$ cat src/rtl/lighthouse_pkg.sv
// lighthouse_pkg
// Shared constants and types for the Lighthouse v1 optical waveform emitter:
// sync code base, the per-frequency sync unit, the phase encoding and the
// frame state enumeration. No ports; imported by the emitter and its sync encoder.
package lighthouse_pkg;

    // Sync pulse length in units is SYNC_BASE_CODE + {skip, data, axis}.
    localparam int unsigned SYNC_BASE_CODE = 6;

    // Frame phase: bit 1 selects the active lighthouse (0=A, 1=B),
    // bit 0 clear means the axis bit carried in the sync codes is 1.
    localparam logic [1:0] PH_A_AX1 = 2'd0;
    localparam logic [1:0] PH_A_AX0 = 2'd1;
    localparam logic [1:0] PH_B_AX1 = 2'd2;
    localparam logic [1:0] PH_B_AX0 = 2'd3;

    typedef enum logic [2:0] {
        ST_IDLE,
        ST_SYNC0,
        ST_GAP0,
        ST_SYNC1,
        ST_WAIT_SWEEP,
        ST_SWEEP,
        ST_TAIL
    } state_e;

    // Clocks per sync unit: 512 clocks at 48 MHz, scaled with the clock rate.
    function automatic int unsigned sync_unit(input int unsigned mhz);
        return (512 * mhz) / 48;
    endfunction

endpackage

$ cat src/rtl/lighthouse_sync_encode.sv
// lighthouse_sync_encode
// Combinational sync pulse encoder: turns the three sync flags into the low
// time of the sync pulse in clocks. Inverse of the sensor's sync decoder.
// Ports:
//   skip_i  - skip flag (1 = this lighthouse is not sweeping this frame)
//   data_i  - OOTX data bit carried by this sync
//   axis_i  - axis bit carried by this sync
//   len_o   - pulse length in clocks, WIDTH+1 bits
module lighthouse_sync_encode
    import lighthouse_pkg::*;
#(
    parameter int MHZ   = 48,
    parameter int WIDTH = 20
) (
    input  logic             skip_i,
    input  logic             data_i,
    input  logic             axis_i,
    output logic [WIDTH:0]   len_o
);

    localparam int          TW   = WIDTH + 1;
    localparam int unsigned UNIT = sync_unit(MHZ);

    logic [3:0] code;

    assign code  = 4'(SYNC_BASE_CODE) + {1'b0, skip_i, data_i, axis_i};
    assign len_o = TW'(code) * TW'(UNIT);

endmodule

$ cat src/rtl/lighthouse_emitter.sv
// lighthouse_emitter
// Emits a Lighthouse v1 frame on one active-low pin: sync0 (A), sync1 (B),
// then one sweep pulse centred a commanded number of clocks after the sync1
// rising edge. Frames repeat back to back while enable is held.
// Ports:
//   clk, reset    - clock and synchronous active-high reset
//   enable        - start and continue frames (sampled at frame boundaries)
//   angle         - sweep midpoint in clocks after the sync1 rising edge
//   ootx          - OOTX bits: [0] sent in sync0, [1] sent in sync1
//   pin           - emitted waveform, idles high
//   frame_strobe  - one-cycle pulse in the cycle angle/ootx are latched (t=0)
//   phase         - phase of the current frame
//   angle_err     - one-cycle pulse at t=1 when the latched angle is unusable
//   busy          - high while a frame is in progress
module lighthouse_emitter
    import lighthouse_pkg::*;
#(
    parameter int MHZ          = 48,
    parameter int WIDTH        = 20,
    parameter int ANGLE_BITS   = 20,
    parameter int FRAME_CLOCKS = 400000,
    parameter int SYNC_GAP     = 19200,
    parameter int SWEEP_WIDTH  = 480,
    parameter int GUARD        = 768
) (
    input  logic                  clk,
    input  logic                  reset,
    input  logic                  enable,
    input  logic [ANGLE_BITS-1:0] angle,
    input  logic [1:0]            ootx,
    output logic                  pin,
    output logic                  frame_strobe,
    output logic [1:0]            phase,
    output logic                  angle_err,
    output logic                  busy
);

    // All time arithmetic carries one spare bit so sums never wrap.
    localparam int TW = WIDTH + 1;
    localparam logic [TW-1:0] T_GAP     = TW'(SYNC_GAP);
    localparam logic [TW-1:0] T_LAST    = TW'(FRAME_CLOCKS - 1);
    localparam logic [TW-1:0] HALF_SW   = TW'(SWEEP_WIDTH / 2);
    localparam logic [TW-1:0] FULL_SW   = TW'(SWEEP_WIDTH);
    localparam logic [TW-1:0] MIN_ANGLE = TW'(GUARD + SWEEP_WIDTH / 2);
    localparam logic [TW-1:0] MAX_END   = TW'(FRAME_CLOCKS - GUARD);

    state_e                state_q, state_d;
    logic [WIDTH-1:0]      t_q, t_d;
    logic [1:0]            phase_q, phase_d;
    logic                  strobe_q;
    logic                  err_q;
    logic                  valid_q;
    logic [ANGLE_BITS-1:0] angle_q;
    logic [1:0]            ootx_q;
    logic                  start;

    logic                  lh_b;
    logic                  axis;
    logic [TW-1:0]         len0, len1;
    logic [TW-1:0]         t_ext, t_nx;
    logic [TW-1:0]         t1, angle_ext, sweep_start, sweep_end;
    logic                  range_ok;

    assign lh_b = (phase_q == PH_B_AX1) || (phase_q == PH_B_AX0);
    assign axis = (phase_q == PH_A_AX1) || (phase_q == PH_B_AX1);

    // Both encoders see only latched inputs and the frame's phase, so the
    // lengths stay fixed for the whole frame.
    lighthouse_sync_encode #(.MHZ(MHZ), .WIDTH(WIDTH)) u_enc0 (
        .skip_i (lh_b),
        .data_i (ootx_q[0]),
        .axis_i (axis),
        .len_o  (len0)
    );

    lighthouse_sync_encode #(.MHZ(MHZ), .WIDTH(WIDTH)) u_enc1 (
        .skip_i (!lh_b),
        .data_i (ootx_q[1]),
        .axis_i (axis),
        .len_o  (len1)
    );

    assign t_ext       = {1'b0, t_q};
    assign t_nx        = t_ext + TW'(1);
    assign angle_ext   = TW'(angle_q);
    assign t1          = T_GAP + len1;
    // Sweep is centred on t1 + angle; only used when range_ok held at t=0.
    assign sweep_start = t1 + angle_ext - HALF_SW;
    assign sweep_end   = sweep_start + FULL_SW;
    assign range_ok    = (angle_ext >= MIN_ANGLE) &&
                         (t1 + angle_ext + HALF_SW <= MAX_END);

    // Next-state: each state ends the cycle before its boundary time so the
    // pin level in a cycle is decided by state_q alone.
    always_comb begin
        state_d = state_q;
        t_d     = t_q + WIDTH'(1);
        phase_d = phase_q;
        start   = 1'b0;
        case (state_q)
            ST_IDLE: begin
                t_d = '0;
                if (enable) begin
                    start   = 1'b1;
                    state_d = ST_SYNC0;
                end
            end
            ST_SYNC0: begin
                if (t_nx == len0) state_d = ST_GAP0;
            end
            ST_GAP0: begin
                if (t_nx == T_GAP) state_d = ST_SYNC1;
            end
            ST_SYNC1: begin
                if (t_nx == t1) state_d = valid_q ? ST_WAIT_SWEEP : ST_TAIL;
            end
            ST_WAIT_SWEEP: begin
                if (t_nx == sweep_start) state_d = ST_SWEEP;
            end
            ST_SWEEP: begin
                if (t_nx == sweep_end) state_d = ST_TAIL;
            end
            ST_TAIL: begin
                if (t_ext == T_LAST) begin
                    t_d     = '0;
                    phase_d = phase_q + 2'd1;
                    if (enable) begin
                        start   = 1'b1;
                        state_d = ST_SYNC0;
                    end else begin
                        state_d = ST_IDLE;
                    end
                end
            end
            default: state_d = ST_IDLE;
        endcase
    end

    always_ff @(posedge clk) begin
        if (reset) begin
            state_q  <= ST_IDLE;
            t_q      <= '0;
            phase_q  <= PH_A_AX1;
            strobe_q <= 1'b0;
            err_q    <= 1'b0;
            valid_q  <= 1'b0;
        end else begin
            state_q  <= state_d;
            t_q      <= t_d;
            phase_q  <= phase_d;
            strobe_q <= start;
            // strobe_q marks t=0, where the latched values are first visible.
            err_q    <= strobe_q && !range_ok;
            if (strobe_q) valid_q <= range_ok;
        end
    end

    always_ff @(posedge clk) begin
        if (start) begin
            angle_q <= angle;
            ootx_q  <= ootx;
        end
    end

    assign pin          = !((state_q == ST_SYNC0) || (state_q == ST_SYNC1) ||
                            (state_q == ST_SWEEP));
    assign busy         = (state_q != ST_IDLE);
    assign frame_strobe = strobe_q;
    assign phase        = phase_q;
    assign angle_err    = err_q;

endmodule

$ cat config.mk
export PLATFORM = sky130hd
export DESIGN_NAME = lighthouse_emitter
export DESIGN_NICKNAME = d
export VERILOG_FILES = /design/src/rtl/lighthouse_pkg.sv /design/src/rtl/lighthouse_sync_encode.sv /design/src/rtl/lighthouse_emitter.sv
export SDC_FILE = /design/constraint.sdc
export NUM_CORES = 1
export LEC_CHECK = 0
export CAP_MARGIN = 20
export CORE_ASPECT_RATIO = 1.4
export CORE_MARGIN = 4
export CORE_UTILIZATION = 30
export CTS_CLUSTER_SIZE = 30
export DETAILED_ROUTE_END_ITERATION = 16
export PLACE_DENSITY = 0.46
export SYNTH_ARGS = -nofsm -noshare
export SYNTH_HDL_FRONTEND = slang
export SYNTH_HIERARCHICAL = 1
export SYNTH_SLANG_ARGS = --single-unit
$ cat constraint.sdc
create_clock -name clk -period 4.45 [get_ports clk]
set_input_delay 0.89 -clock clk [delete_from_list [all_inputs] [get_ports clk]]
set_output_delay 0.89 -clock clk [all_outputs]
set_load 0.02 [all_outputs]
# Yosys cells after proc, flatten, opt, wreduce, memory -nomap -nowiden

Cells that the tools add are included.

Equality and inequality tests: 21
$add $sub $neg: 10
Reductions and logical operators: 14
Muxes and demuxes: 15
$lt $le $gt $ge: 2

Operators by type and width:

| kind                   | count |
|---|---|
| $eq 21x21->1           | 2 |
| $pmux 20 s2            | 1 |
| $add 16x20->21         | 1 |
| $add 20x1->21 const B  | 1 |
| $add 21x8->21 const B  | 1 |
| $add 21x9->21 const B  | 1 |
| $eq 21x13->1           | 1 |
| $eq 21x15->1 const B   | 1 |
| $eq 21x16->1           | 1 |
| $le 21x19->1 const B   | 1 |
| $mux 3                 | 7 |
| $pmux 3 s7             | 1 |
| $sub 21x8->21 const B  | 1 |
| $add 20x1->20 const B  | 1 |
| $eq 20x19->1 const B   | 1 |
| $ge 20x10->1 const B   | 1 |
| $mux 20                | 1 |
| $add 15x13->16 const A | 1 |
| $ne 2x2->1 const B     | 7 |
| $eq 3x3->1 const B     | 3 |
| $add 3x3->4 const A    | 2 |
| $reduce_and 7->1       | 1 |
| $eq 3x2->1 const B     | 2 |
| $eq 2x2->1 const B     | 2 |
| other kinds (12)       | 20 |

Bits of input ports: 25
Register bits: 50
Logic and storage cells: 70

# Depth between registers and ports, before layout

Gate-level depths: netlist (run 1).

Depth after elaboration: 11
Mapped depth: 25
Depth with buffers taken out: 25

# Modules after synthesis

Netlist (run 1), hierarchy kept.

Modules (own cells, without submodules):

| module                 | instances | area each (um^2) | cells an instance |
|---|---|---|---|
| lighthouse_emitter     | 1         | 5,816.8          | 705 |
| lighthouse_sync_encode | 2         | 166.4            | 24 |

# Least setup slack after synthesis (run 1)

OpenSTA, ideal clock, no wires.

Path type: register to register
From: register phase_q[0] (netlist: phase[0])
To: register state_q[1]
Arrival time: 4.698 ns
Setup slack: -0.368 ns
Clock period less this slack: 4.818 ns
Stages on the path, launching flop included: 24
Cell sequence: dfxtp_1 > inv_1 > ha_1 > or2_2 > inv_1 > inv_1 > ha_1 > inv_1 > inv_1 > a21boi_0 > xor2_1 > ha_1 > a21oi_1 > o21ai_0 > nand2_1 > nand3_1 > o211ai_1 > nor2_1 > and4_1 > o311a_1 > nor4bb_1 > a311oi_1 > nor4_2 > o31a_1

Longest elaborated chain between the ends: 11
Elaborated cells between the ends (all ways): 21

RTL lines:

| element                        | RTL line                     | text |
|---|---|---|
| from (decl)                    | lighthouse_emitter.sv:49     | `logic [1:0] phase_q, phase_d;` |
| from (signal assigned)         | lighthouse_emitter.sv:150    | `phase_q <= phase_d;` |
| $eq 2x2->1                     | lighthouse_emitter.sv:64     | `assign lh_b = (phase_q == PH_B_AX1) \|\| (phase_q == PH_B_AX0);` |
| $logic_or 1x1->1 (*)           | lighthouse_emitter.sv:64     |  |
| named net lh_b                 | lighthouse_emitter.sv:57     | `logic lh_b;` |
| $logic_not 1->1 (*)            | lighthouse_emitter.sv:77     | `.skip_i (!lh_b),` |
| $add 3x3->4 (*)                | lighthouse_sync_encode.sv:26 | `assign code = 4'(SYNC_BASE_CODE) + {1'b0, skip_i, data_i, axis_i};` |
| named net len1[11]             | lighthouse_emitter.sv:59     | `logic [TW-1:0] len0, len1;` |
| $add 15x13->16 (*)             | lighthouse_emitter.sv:86     | `assign t1 = T_GAP + len1;` |
| $add 16x20->21                 | lighthouse_emitter.sv:88     | `assign sweep_start = t1 + angle_ext - HALF_SW;` |
| $sub 21x8->21                  | lighthouse_emitter.sv:88     |  |
| $add 21x9->21                  | lighthouse_emitter.sv:89     | `assign sweep_end = sweep_start + FULL_SW;` |
| $eq 21x21->1                   | lighthouse_emitter.sv:121    | `if (t_nx == sweep_end) state_d = ST_TAIL;` |
| $ne 2x2->1 (no line)           | n/a                          |  |
| $reduce_and 7->1 (no line) (*) | n/a                          |  |
| to (signal assigned)           | lighthouse_emitter.sv:148    | `state_q <= state_d;` |
| to (decl)                      | lighthouse_emitter.sv:47     | `state_e state_q, state_d;` |

The timed path passes the listed nets; every way through them passes the cells marked *.
A chain may end at the register's enable or synchronous reset.

# Worst setup path in the final report (run 1)

Same ends and word-level chain as after synthesis.

==> flow_summary_export.csv, run 1 <==
group,metric,value,unit
outcome,outcome,"finished, violations left",
outcome,failed_checks,"setup timing",
setup_path,worst_setup_path_class,"flip-flop to flip-flop",
run,drv_cap,0,
synthesis,synth-compound-area-share,20.5,%
clock_tree,cts_inserted_buffers,5,
setup_path,timing.critical_path.from_type,"flip-flop",
timing,normalized_max_slew_margin,37.0,%
drt,final_antenna_net_count,0,
floorplan,die_h,177,µm
drt,dr.pass1.iters,5,
synthesis,synth_seq_area_share,19.9,%
power,leakage,3.14,nW
floorplan,fp.coreArea,20000,µm²
setup_path,critical_path.max_stage_delay,0.37,ns
timing,timing_hold_violations_final,0,
synthesis,synth_top_area_share,11.0,%
timing,final_max_slew_viol_count,0,
setup_path,critical_path_cell_list,"inv_4, ha_4, or2_4, inv_2, inv_2, ha_4, inv_4, inv_4, a21boi_2, xor2_1, ha_2, and4_1, a22o_1, o31ai_1, buf_4, xnor2_4, nor2_2, and3b_2, a311oi_4, nor4bb_4, a311oi_4, nor4_4, o31a_1",
synthesis,syn-cell-area,6150,µm²
hold_path,timing.hold.worst.class,"flip-flop to flip-flop",
setup_path,logic_depth_of_the_worst_register_to_register_path,23,
hold_path,holdPathEnd,"angle_err$_SDFF_PP0_",
clock_tree,clock_path_buffers,2,
synthesis,synth_xor_xnor_area_share,19.8,%
grt,antenna_found_initial,0,
floorplan,die-area,22900,µm²
layout,antenna_cells_inserted,0,
hold_path,hold_crit_start,"frame_strobe$_SDFF_PP0_",
timing,final_setup_fails,2,
timing,fin_setup_tns,-0.239,ns
synthesis,syn_avg_cell_area,8.17,µm²
layout,layout.cells.most_common_list,"117 x buf_4, 68 x xnor2_1, 67 x nor2_1, 44 x nand2_1, 41 x xor2_1",
drt,num_vias,5943,
timing,holdWs,0.494,ns
power,vdd_drop_max,0.197,mV
synthesis,synth_top_family_by_area,"simple AND/OR/NAND/NOR gates",
clock_tree,clock_tree_root_buffer_cell,"clkbuf_16",
drt,post_drt_via_cell_ratio,5.21,
synthesis,ys.warnings.count,6,
placed_design,dp_slack,-0.477,ns
setup_path,slowest_stage,"dfxtp_4",
power,power-per-cell-area,293,nW/µm²
timing,post-route-min-period,4.61,ns
layout,multiInputGateArea,5090,µm²
synthesis,netlist_top_cells_area,"xnor2_1 11%, edfxtp_1 11%, dfxtp_1 9.1%, ha_1 6.3%, xor2_1 6.3%",
drt,routedWlPerCell,17.3,µm
placed_design,gpl.final_weighted_congestion,0.872,
grt,gr-total-overflow,0,
synthesis,synth_flop_cell,"dfxtp_1",
grt,largest_net_degree_at_the_start_of_global_routing,20,
clock_tree,ctsHtreeMaxLevel,2,
drt,drt-total-wl,19.7,mm
synthesis,synth-seq-cells,50,
grt,grt_util_overall,17.2,%
setup_path,reg_to_reg_critical_path_endpoint,"state_q[1]$_SDFFE_PP0P_",
placed_design,buffer_ports.inserted,30,
timing,timing.fmax,217,MHz
setup_path,cp-end-kind,"flip-flop",
setup_path,cp.buffers_inverters,6,
clock_tree,clock_latency_reported_for_the_late_side_of_the_worst_skew_pair,0.30,ns
timing,finalWorstSetupSlack,-0.156,ns
grt,first_global_vias,5973,
synthesis,synth_edf_count,22,
floorplan,site_row_count,61,
floorplan,dieWidth,129,µm
synthesis,synth_async_sr_flop_share,0,%
setup_path,timing.critical_path.required,4.64,ns
power,report.power.total,0.00241,W
layout,final_nets,945,
layout,flow.area_growth_from_synthesis,33.7,%
timing,min_period_over_period,103,%
clock_tree,clock_sinks,50,
setup_path,crit_fanout,6,
synthesis,post_synth_fa_ha_maj_area_fraction,6.63,%
floorplan,initial_core_utilization,30.8,%
synthesis,synth.largest_area_cell,"xnor2_1",
hold_path,cell_depth_of_the_worst_min_delay_path,2,
synthesis,synth_simple_gate_area_share,23.9,%
synthesis,synthesis.instances,753,
timing,max_slew.worst_pin.slew,0.938,ns
floorplan,design.portCount,31,
setup_path,critical_path.reg2reg.startpoint,"phase[0]$_SDFFE_PP0P_",
clock_tree,clk_transition_reported_paths,0.07,ns
timing,worst_clock_skew,0.0108,ns
placed_design,dp_hpwl,16.3,mm
layout,layout.area.seq,1230,µm²
drt,initialDrtViolationCount,201,
layout,fillerInstances,2058,
synthesis,synth.distinct_cells,90,
setup_path,worst_path_most_repeated_cell,"inv_4",
timing,grt_setup_unrepaired,"yes",
drt,drc,0,
grt,grt_pass1_wl,30.9,mm
layout,layout_commonest_cell,"buf_4",
clock_tree,cts_hold_buf,0,
setup_path,worst-r2r-setup-slack,-0.16,ns
synthesis,synth_mux_area_share,1.40,%
clock_tree,cts_tree,"built",
setup_path,critical_path_arrival,4.80,ns
layout,post_route_cells_drive_above_1_share,27.2,%
setup_path,family_of_cells_with_the_greatest_summed_delay_on_the_critical_path,"compound AO/OA/AOI/OAI gates",
[through the flow]
| stage | cells | utilization [%] | area [µm²] |
|---|---|---|---|
| finish | 1141 | 41.1 | 8220 |
| global route | 1141 | 41.1 | 8220 |
| CTS | 1130 | 39.5 | 7890 |
| detailed placement | 1108 | 36.7 | 7350 |
| global placement | 1108 | 36.7 | 7350 |
| floorplan | 785 | - | 6360 |
[cells in the mapped netlist (all sizes together) (3+ instances only)]
cell type / count
dfxtp: 28
xnor2: 80
o21ai: 25
o22ai: 5
a41oi: 3
a31oi: 8
or4: 4
nor4: 12
nor2: 72
a22o: 3
a21o: 10
a211oi: 6
nand3: 33
nor3: 33
buf: 40
nand2b: 5
o2111ai: 5
and3: 8
and2: 12
edfxtp: 22
a32oi: 3
a22oi: 4
inv: 28
o31ai: 4
or3: 8
or2: 6
o211ai: 12
ha: 31
o31a: 4
clkbuf: 18
nand2: 50
nand4: 16
a21boi: 4
mux2i: 6
nor2b: 7
o21a: 5
xor2: 47
a21oi: 29
and4: 8
o211a: 5
a2111oi: 4
[layer usage]
metal  vias to the layer above  global-route usage (%)  routed length [µm]
li1                       2948                       -                   -
met1                      2861                    19.0                8000
met2                        98                    33.3               10600
met3                        36                   0.723                 283
met4                         0                    7.53                 820
met5                         -                       0                   0
[sequential cells by signal, indices dropped and copies added (netlist names)]
register	cells
frame_strobe	1
ootx_q	2
valid_q	1
angle_err	1
phase	2
state_q	3
t_q	20
angle_q	20
[kinds of logic after synthesis]
family,Yosys count
AOI/OAI and AO/OA,164
xor gates and xnor gates,129
adders and majority gates,32
buffers and inverters,86
DFF,50
muxes,8
other,2
and+or+nand+nor,282
[worst max path at each step]
stage	start	endpoint	slack, ns	cells after the start
6_report	phase[0]$_SDFFE_PP0P_	state_q[1]$_SDFFE_PP0P_	-0.16	23
2_1_floorplan	phase[0]$_SDFFE_PP0P_	state_q[1]$_SDFFE_PP0P_	-0.11	24
4_1_cts	phase[0]$_SDFFE_PP0P_	state_q[1]$_SDFFE_PP0P_	-0.17	24
3_5_place_dp	phase[0]$_SDFFE_PP0P_	state_q[0]$_SDFFE_PP0P_	-0.48	24
3_3_place_gp	phase[0]$_SDFFE_PP0P_	state_q[0]$_SDFFE_PP0P_	-0.43	24
5_1_grt	phase[0]$_SDFFE_PP0P_	state_q[1]$_SDFFE_PP0P_	-0.34	24
[worst reg2reg max path, cell delays in order (launching register included)]
cell and delay (ns):
dfxtp_4 0.37, inv_4 0.04, ha_4 0.15, or2_4 0.24
inv_2 0.06, inv_2 0.04, ha_4 0.24, inv_4 0.05
inv_4 0.04, a21boi_2 0.14, xor2_1 0.24, ha_2 0.36
and4_1 0.22, a22o_1 0.29, o31ai_1 0.27, buf_4 0.18
xnor2_4 0.16, nor2_2 0.08, and3b_2 0.25, a311oi_4 0.33
nor4bb_4 0.10, a311oi_4 0.31, nor4_4 0.08, o31a_1 0.26
[cell type report]
class | instances | area share (%)
Multi-Input combinational cell | 649 | 61.9
Timing Repair Buffer | 154 | 15.5
Sequential cell | 50 | 14.9
Tap cell | 252 | 3.84
Clock buffer | 6 | 1.69
Inverter | 28 | 1.37
Clock inverter | 2 | 0.730
[where the power goes]
group          total, W  internal (W)  switching (W)
logic           0.00139      0.000666       0.000720
clock network  0.000519      0.000338       0.000181
registers      0.000506      0.000494      0.0000122
total           0.00241       0.00150       0.000914
[what timing repair did]
item	CTS	global route
gates resized for setup	45	49
pin swaps	33	50
endpoints found under the setup margin	4	4
hold endpoints to repair	0	0
buffers inserted	15	12
No activity file was read; power rests on OpenSTA's default activity.
==> run 2: changes to the inputs <==
Settings changed: PLACE_DENSITY 0.46 to 0.45.
Clock period 4.45 ns to 4.55 ns, I/O delays scaled along.
==> run 2 against run 1 <==
The run still ends with setup timing left; setup slack improved by 0.15 ns; largest cell class unchanged; clock skew about the same; via count rose by 0.20%; core utilization down 0.50 points; register-to-register slack better by 0.15 ns; non-clock buffer count down 10; critical path depth up 3; global-route usage rose by 0.65 points; clock power fell by 18%; final cell count decreased by 0.88%; hold slack better by 0.0010 ns; count of clock-buffer cells in the layout stayed put.
==> flow_summary_export.csv, run 2 (same netlist as run 1, synthesis figures left out) <==
group,metric,value,unit
outcome,outcome,"finished, violations left",
outcome,failed_checks,"setup timing",
grt,largest_net_degree_at_the_start_of_global_routing,24,
clock_tree,ctsHtreeMaxLevel,2,
power,power-per-cell-area,280,nW/µm²
clock_tree,clock_tree_root_buffer_cell,"clkbuf_16",
run,drv_cap,0,
timing,min_period_over_period,100,%
clock_tree,clock_latency_reported_for_the_late_side_of_the_worst_skew_pair,0.31,ns
grt,grt_util_overall,17.8,%
layout,layout_commonest_cell,"buf_4",
power,report.power.total,0.00228,W
placed_design,buffer_ports.inserted,30,
clock_tree,clock_sinks,50,
timing,timing.fmax,220,MHz
grt,grt_pass1_wl,31.9,mm
timing,normalized_max_slew_margin,35.6,%
floorplan,site_row_count,61,
drt,drc,0,
power,comb_power_share,59.5,%
drt,dr.pass1.iters,4,
clock_tree,cts_hold_buf,0,
power,net_switching_power_figure,0.000939,W
power,leakage,3.06,nW
floorplan,die_h,177,µm
floorplan,design.portCount,31,
placed_design,post-place-cells,1112,
grt,gr-total-overflow,0,
setup_path,critical_path_arrival,4.79,ns
drt,routedWlPerCell,18.4,µm
floorplan,fp.coreArea,20000,µm²
timing,post-route-min-period,4.55,ns
timing,timing_hold_violations_final,0,
drt,initialDrtViolationCount,276,
setup_path,timing.critical_path.from_type,"flip-flop",
clock_tree,clk_transition_reported_paths,0.07,ns
hold_path,timing.hold.worst.class,"flip-flop to flip-flop",
timing,final_max_slew_viol_count,0,
power,seq_power_share,21.7,%
power,clock_power_share,18.8,%
clock_tree,cts_inserted_buffers,5,
floorplan,die-area,22900,µm²
layout,fillerInstances,2043,
floorplan,dieWidth,129,µm
layout,flow.area_growth_from_synthesis,32.1,%
timing,final_setup_fails,1,
layout,post_route_cells_drive_above_1_share,26.5,%
setup_path,timing.critical_path.required,4.79,ns
placed_design,gpl.final_weighted_congestion,0.873,
timing,worst_clock_skew,0.0104,ns
setup_path,worst_setup_path_class,"flip-flop to flip-flop",
drt,num_vias,5955,
layout,antenna_cells_inserted,0,
layout,top_regs,"angle_q x20, t_q x20, state_q x3",
timing,max_slew.worst_pin.slew,0.958,ns
clock_tree,cts_tree,"built",
timing,fin_setup_tns,-0.00372,ns
layout,layoutNonFillerInstCount,1131,
layout,final_core_util,40.6,%
timing,grt_setup_unrepaired,"yes",
floorplan,initial_core_utilization,30.8,%
grt,antenna_found_initial,0,
power,power_report.internal_total,0.00134,W
drt,drt-total-wl,20.8,mm
power,vdd_drop_max,0.142,mV
clock_tree,clock_path_buffers,2,
setup_path,crit_fanout,6,
timing,finalWorstSetupSlack,-0.00372,ns
power,net_switching_fraction_of_the_power,41.3,%
placed_design,dp_hpwl,16.8,mm
layout,final_nets,935,
layout,layout.cells.most_common_list,"111 x buf_4, 71 x xnor2_1, 67 x nor2_1, 47 x nand2_1, 41 x xor2_1",
setup_path,cp-end-kind,"flip-flop",
grt,first_global_vias,6053,
drt,final_antenna_net_count,0,
drt,post_drt_via_cell_ratio,5.27,
[run 2: cell count changes in the layout (fill, tap and decap cells not counted), moves of 3 or more]
cell	previous run	this run
xnor2_2	9	4
buf_4	117	111
xnor2_1	68	71
buf_6	5	2
nand2_1	44	47
o21ai_1	7	3
[run 2: layout make-up]
cell class	instances	area, µm²	share of cell area (%)
Multi-Input combinational cell	649	5130	63.2
Sequential cell	50	1230	15.1
Timing Repair Buffer	144	1180	14.5
Tap cell	252	315	3.88
Clock buffer	6	139	1.71
Inverter	28	113	1.39
Clock inverter	2	15.0	0.185
[run 2: repair_timing]
action / 4_1_cts / 5_1_grt
buffers inserted: 8 / 4
resized for setup: 43 / 49
pin swaps: 28 / 42
setup endpoints to repair: 4 / 4
[run 2: worst max-delay path, cell delays in order, from the launching register on]
cell	delay, ns
dfxtp_4	0.37
inv_4	0.04
buf_4	0.12
ha_2	0.17
or2_4	0.26
inv_2	0.07
ha_4	0.15
nand2b_4	0.15
nand2_4	0.07
xor2_4	0.19
ha_4	0.28
buf_6	0.12
nand2_1	0.06
a21oi_1	0.04
or3_1	0.39
o211ai_2	0.10
o211ai_1	0.12
buf_4	0.19
nor3_4	0.30
buf_4	0.17
xnor2_1	0.12
buf_4	0.17
nor2_1	0.06
a311oi_2	0.40
buf_4	0.19
nor3_4	0.04
o22ai_1	0.14
[run 2: power groups by stage]
stage	combinational (W)	sequential, W	clock (W)
2_1_floorplan	0.000784	0.000500	0
3_3_place_gp	0.00116	0.000505	0
3_5_place_dp	0.00116	0.000505	0
4_1_cts	0.00125	0.000495	0.000445
5_1_grt	0.00146	0.000496	0.000452
6_report	0.00135	0.000494	0.000428
[run 2: through the flow]
step | hold WS (ns) | setup slack (ns) | instance area [µm²]
2_1_floorplan | 0.547 | -0.00653 | 6360
3_3_place_gp | 0.486 | -0.353 | 7380
3_5_place_dp | 0.493 | -0.433 | 7380
4_1_cts | 0.506 | -0.0988 | 7820
5_1_grt | 0.524 | -0.225 | 8120
6_report | 0.495 | -0.00372 | 8120
[run 2: layer usage]
| layer | track usage [%] | part of all wire [%] |
|---|---|---|
| met5 | 0 | 0 |
| met4 | 7.62 | 3.7 |
| met3 | 2.38 | 2.2 |
| met2 | 33.6 | 54 |
| met1 | 19.6 | 40 |
[run 2: final timing paths]
path | from | slack (ns) | cells past startpoint | endpoint
worst min register to register | frame_strobe$_SDFF_PP0_ | 0.50 | 2 | angle_err$_SDFF_PP0_
worst max-delay path | phase[0]$_SDFFE_PP0P_ | -0.004 | 26 | state_q[0]$_SDFFE_PP0P_
worst min-delay path | frame_strobe$_SDFF_PP0_ | 0.50 | 2 | angle_err$_SDFF_PP0_
worst max register to register | phase[0]$_SDFFE_PP0P_ | -0.004 | 26 | state_q[0]$_SDFFE_PP0P_
==> run 3: changes to the inputs <==
Settings changed: ABC_AREA set to 0, CORE_UTILIZATION 30 to 60, PLACE_DENSITY 0.45 to unset, PLACE_DENSITY_LB_ADDON set to 0.08.
==> run 3 against run 2 <==
The flow still finishes with violations (setup timing); wire length shrank 4.1%; count of clock-buffer cells in the layout shrank 1; combinational power is essentially flat; first-iteration DRC count grew 47%; hold slack gained 0.0066 ns; final cell count shrank 11%; sequential power is essentially flat; clock power shrank 11%; die area shrank 48%; critical endpoint unchanged; critical path depth shrank 2; via count grew 5.0%.
==> flow_summary_export.csv, run 3 (same netlist as run 1, synthesis figures left out) <==
group,metric,value,unit
floorplan,design.portCount,31,
hold_path,timing.hold.worst.class,"flip-flop to flip-flop",
grt,antenna_found_initial,0,
placed_design,placed_cell_area,7010,µm²
clock_tree,clock_sinks,50,
timing,finalWorstSetupSlack,-0.0976,ns
floorplan,fp.coreArea,9950,µm²
placed_design,dp_hpwl,14.9,mm
setup_path,timing.critical_path.from_type,"flip-flop",
layout,layout_commonest_cell,"buf_4",
setup_path,crit_fanout,5,
floorplan,die_h,128,µm
timing,final_setup_fails,2,
power,leakage,3.01,nW
clock_tree,clock_latency_reported_for_the_late_side_of_the_worst_skew_pair,0.30,ns
setup_path,slowest_stage,"o311a_4",
timing,final_max_slew_viol_count,0,
timing,max_slew.worst_pin.slew,0.818,ns
layout,final_area,7850,µm²
grt,grt_util_overall,31.0,%
setup_path,logic_depth_of_the_worst_register_to_register_path,24,
setup_path,critical_path.max_stage_delay,0.37,ns
timing,grt_setup_unrepaired,"yes",
timing,timing.fmax,215,MHz
drt,routedWlPerCell,19.8,µm
grt,gr-total-overflow,0,
placed_design,buffer_ports.inserted,30,
layout,final_core_util,78.8,%
floorplan,dieWidth,93.6,µm
setup_path,reg_to_reg_critical_path_endpoint,"state_q[0]$_SDFFE_PP0P_",
floorplan,die-area,12000,µm²
drt,final_antenna_net_count,0,
grt,first_global_vias,5908,
layout,top_regs,"angle_q x20, t_q x20, state_q x3",
setup_path,crit_path_start,"phase[0]$_SDFFE_PP0P_",
drt,dr.pass1.iters,5,
clock_tree,clk_transition_reported_paths,0.07,ns
setup_path,crit_end,"state_q[0]$_SDFFE_PP0P_",
clock_tree,cts_inserted_buffers,5,
setup_path,worst-r2r-setup-slack,-0.1,ns
clock_tree,clock_tree_root_buffer_cell,"clkbuf_16",
drt,num_vias,6254,
setup_path,critical_path.reg2reg.startpoint,"phase[0]$_SDFFE_PP0P_",
timing,post-route-min-period,4.65,ns
setup_path,worst_setup_path_class,"flip-flop to flip-flop",
drt,initialDrtViolationCount,407,
run,drv_cap,0,
drt,drc,0,
outcome,failed_checks,"setup timing",
layout,antenna_cells_inserted,0,
layout,final_nets,928,
setup_path,timing.critical_path.required,4.77,ns
layout,layout.cells.most_common_list,"101 x buf_4, 72 x xnor2_1, 67 x nor2_1, 46 x nand2_1, 42 x xor2_1",
setup_path,critical_path_cell_list,"ha_2, or2_4, inv_2, inv_2, ha_4, inv_4, inv_4, a21boi_2, xor2_1, ha_1, and4_1, and2_1, a22oi_1, o211ai_1, buf_4, buf_4, and4_1, o311a_4, buf_4, buf_4, a311oi_4, buf_4, nor3_4, o22ai_1",
layout,post_route_cells_drive_above_1_share,25.7,%
floorplan,site_row_count,43,
clock_tree,ctsHtreeMaxLevel,2,
grt,grt_pass1_wl,29.2,mm
placed_design,gpl.final_weighted_congestion,0.954,
timing,timing_hold_violations_final,0,
clock_tree,cts_hold_buf,0,
timing,min_period_over_period,102,%
drt,post_drt_via_cell_ratio,6.21,
grt,largest_net_degree_at_the_start_of_global_routing,20,
timing,holdWs,0.502,ns
clock_tree,clock_path_buffers,2,
floorplan,initial_core_utilization,61.8,%
timing,worst_clock_skew,0.00791,ns
setup_path,worst_path_most_repeated_cell,"buf_4",
power,vdd_drop_max,0.218,mV
clock_tree,cts_tree,"built",
power,power-per-cell-area,286,nW/µm²
outcome,outcome,"finished, violations left",
setup_path,cp-end-kind,"flip-flop",
drt,drt-total-wl,19.9,mm
layout,flow.area_growth_from_synthesis,27.6,%
timing,normalized_max_slew_margin,45.1,%
setup_path,critical_path_arrival,4.87,ns
run 3: area by class of cell:
cell class / count / area [µm²]
Clock buffer: 5 / 125
Clock inverter: 3 / 22.5
Fill cell: 695 / 2110
Inverter: 28 / 115
Multi-Input combinational cell: 649 / 5080
Sequential cell: 50 / 1230
Tap cell: 135 / 169
Timing Repair Buffer: 137 / 1110
run 3: critical path, delay by kind of cell (launching register included):
kind                     cells  cell delay [ns]
flip-flops                   1             0.36
adder cells (fa/ha/maj)      3             0.71
buffers and inverters        9             0.97
XOR/XNOR                     1             0.22
AND/OR/NAND/NOR              5             0.90
AO/OA/AOI/OAI                6             1.39
run 3: metal layers:
| layer | routed length [µm] | global-route usage, % | up-vias |
|---|---|---|---|
| li1 | - | - | 2918 |
| met1 | 7510 | 35.2 | 2970 |
| met2 | 10100 | 56.3 | 282 |
| met3 | 1070 | 3.46 | 84 |
| met4 | 1220 | 16.2 | 0 |
| met5 | 0 | 0 | - |
run 3: worst min-delay path by stage:
stage | slack, ns | cells past startpoint | endpoint | startpoint
2_1_floorplan | 0.55 | 2 | angle_err$_SDFF_PP0_ | frame_strobe$_SDFF_PP0_
3_3_place_gp | 0.46 | 2 | angle_err$_SDFF_PP0_ | frame_strobe$_SDFF_PP0_
3_5_place_dp | 0.49 | 2 | angle_err$_SDFF_PP0_ | frame_strobe$_SDFF_PP0_
4_1_cts | 0.50 | 2 | angle_err$_SDFF_PP0_ | frame_strobe$_SDFF_PP0_
5_1_grt | 0.54 | 2 | angle_err$_SDFF_PP0_ | frame_strobe$_SDFF_PP0_
6_report | 0.50 | 2 | angle_err$_SDFF_PP0_ | frame_strobe$_SDFF_PP0_
run 3: per-stage QoR:
step                      instances  setup TNS (ns)  power (W)  setup WS (ns)
final                          1007          -0.193    0.00224        -0.0976
after global routing           1007          -0.810    0.00235         -0.344
after CTS                       986          -0.187    0.00206         -0.106
after detailed placement        967          -0.613    0.00161         -0.330
after global placement          967          -0.294    0.00158         -0.195
after floorplan                 785        -0.00653    0.00128       -0.00653
run 3: power breakdown:
part           leakage [nW]  total, W  internal, W  switching (W)
Clock                0.0746  0.000381     0.000207       0.000174
Sequential            0.437  0.000496     0.000484      0.0000122
Combinational          2.49   0.00137     0.000618       0.000747
Total                  3.01   0.00224      0.00131       0.000933
run 3: repair_timing:
action                     in CTS  in global routing
setup buffers                  11                 21
hold endpoints to repair        0                  0
resized for setup              30                 64
setup endpoints to repair       4                  4
pin swaps                      26                 54
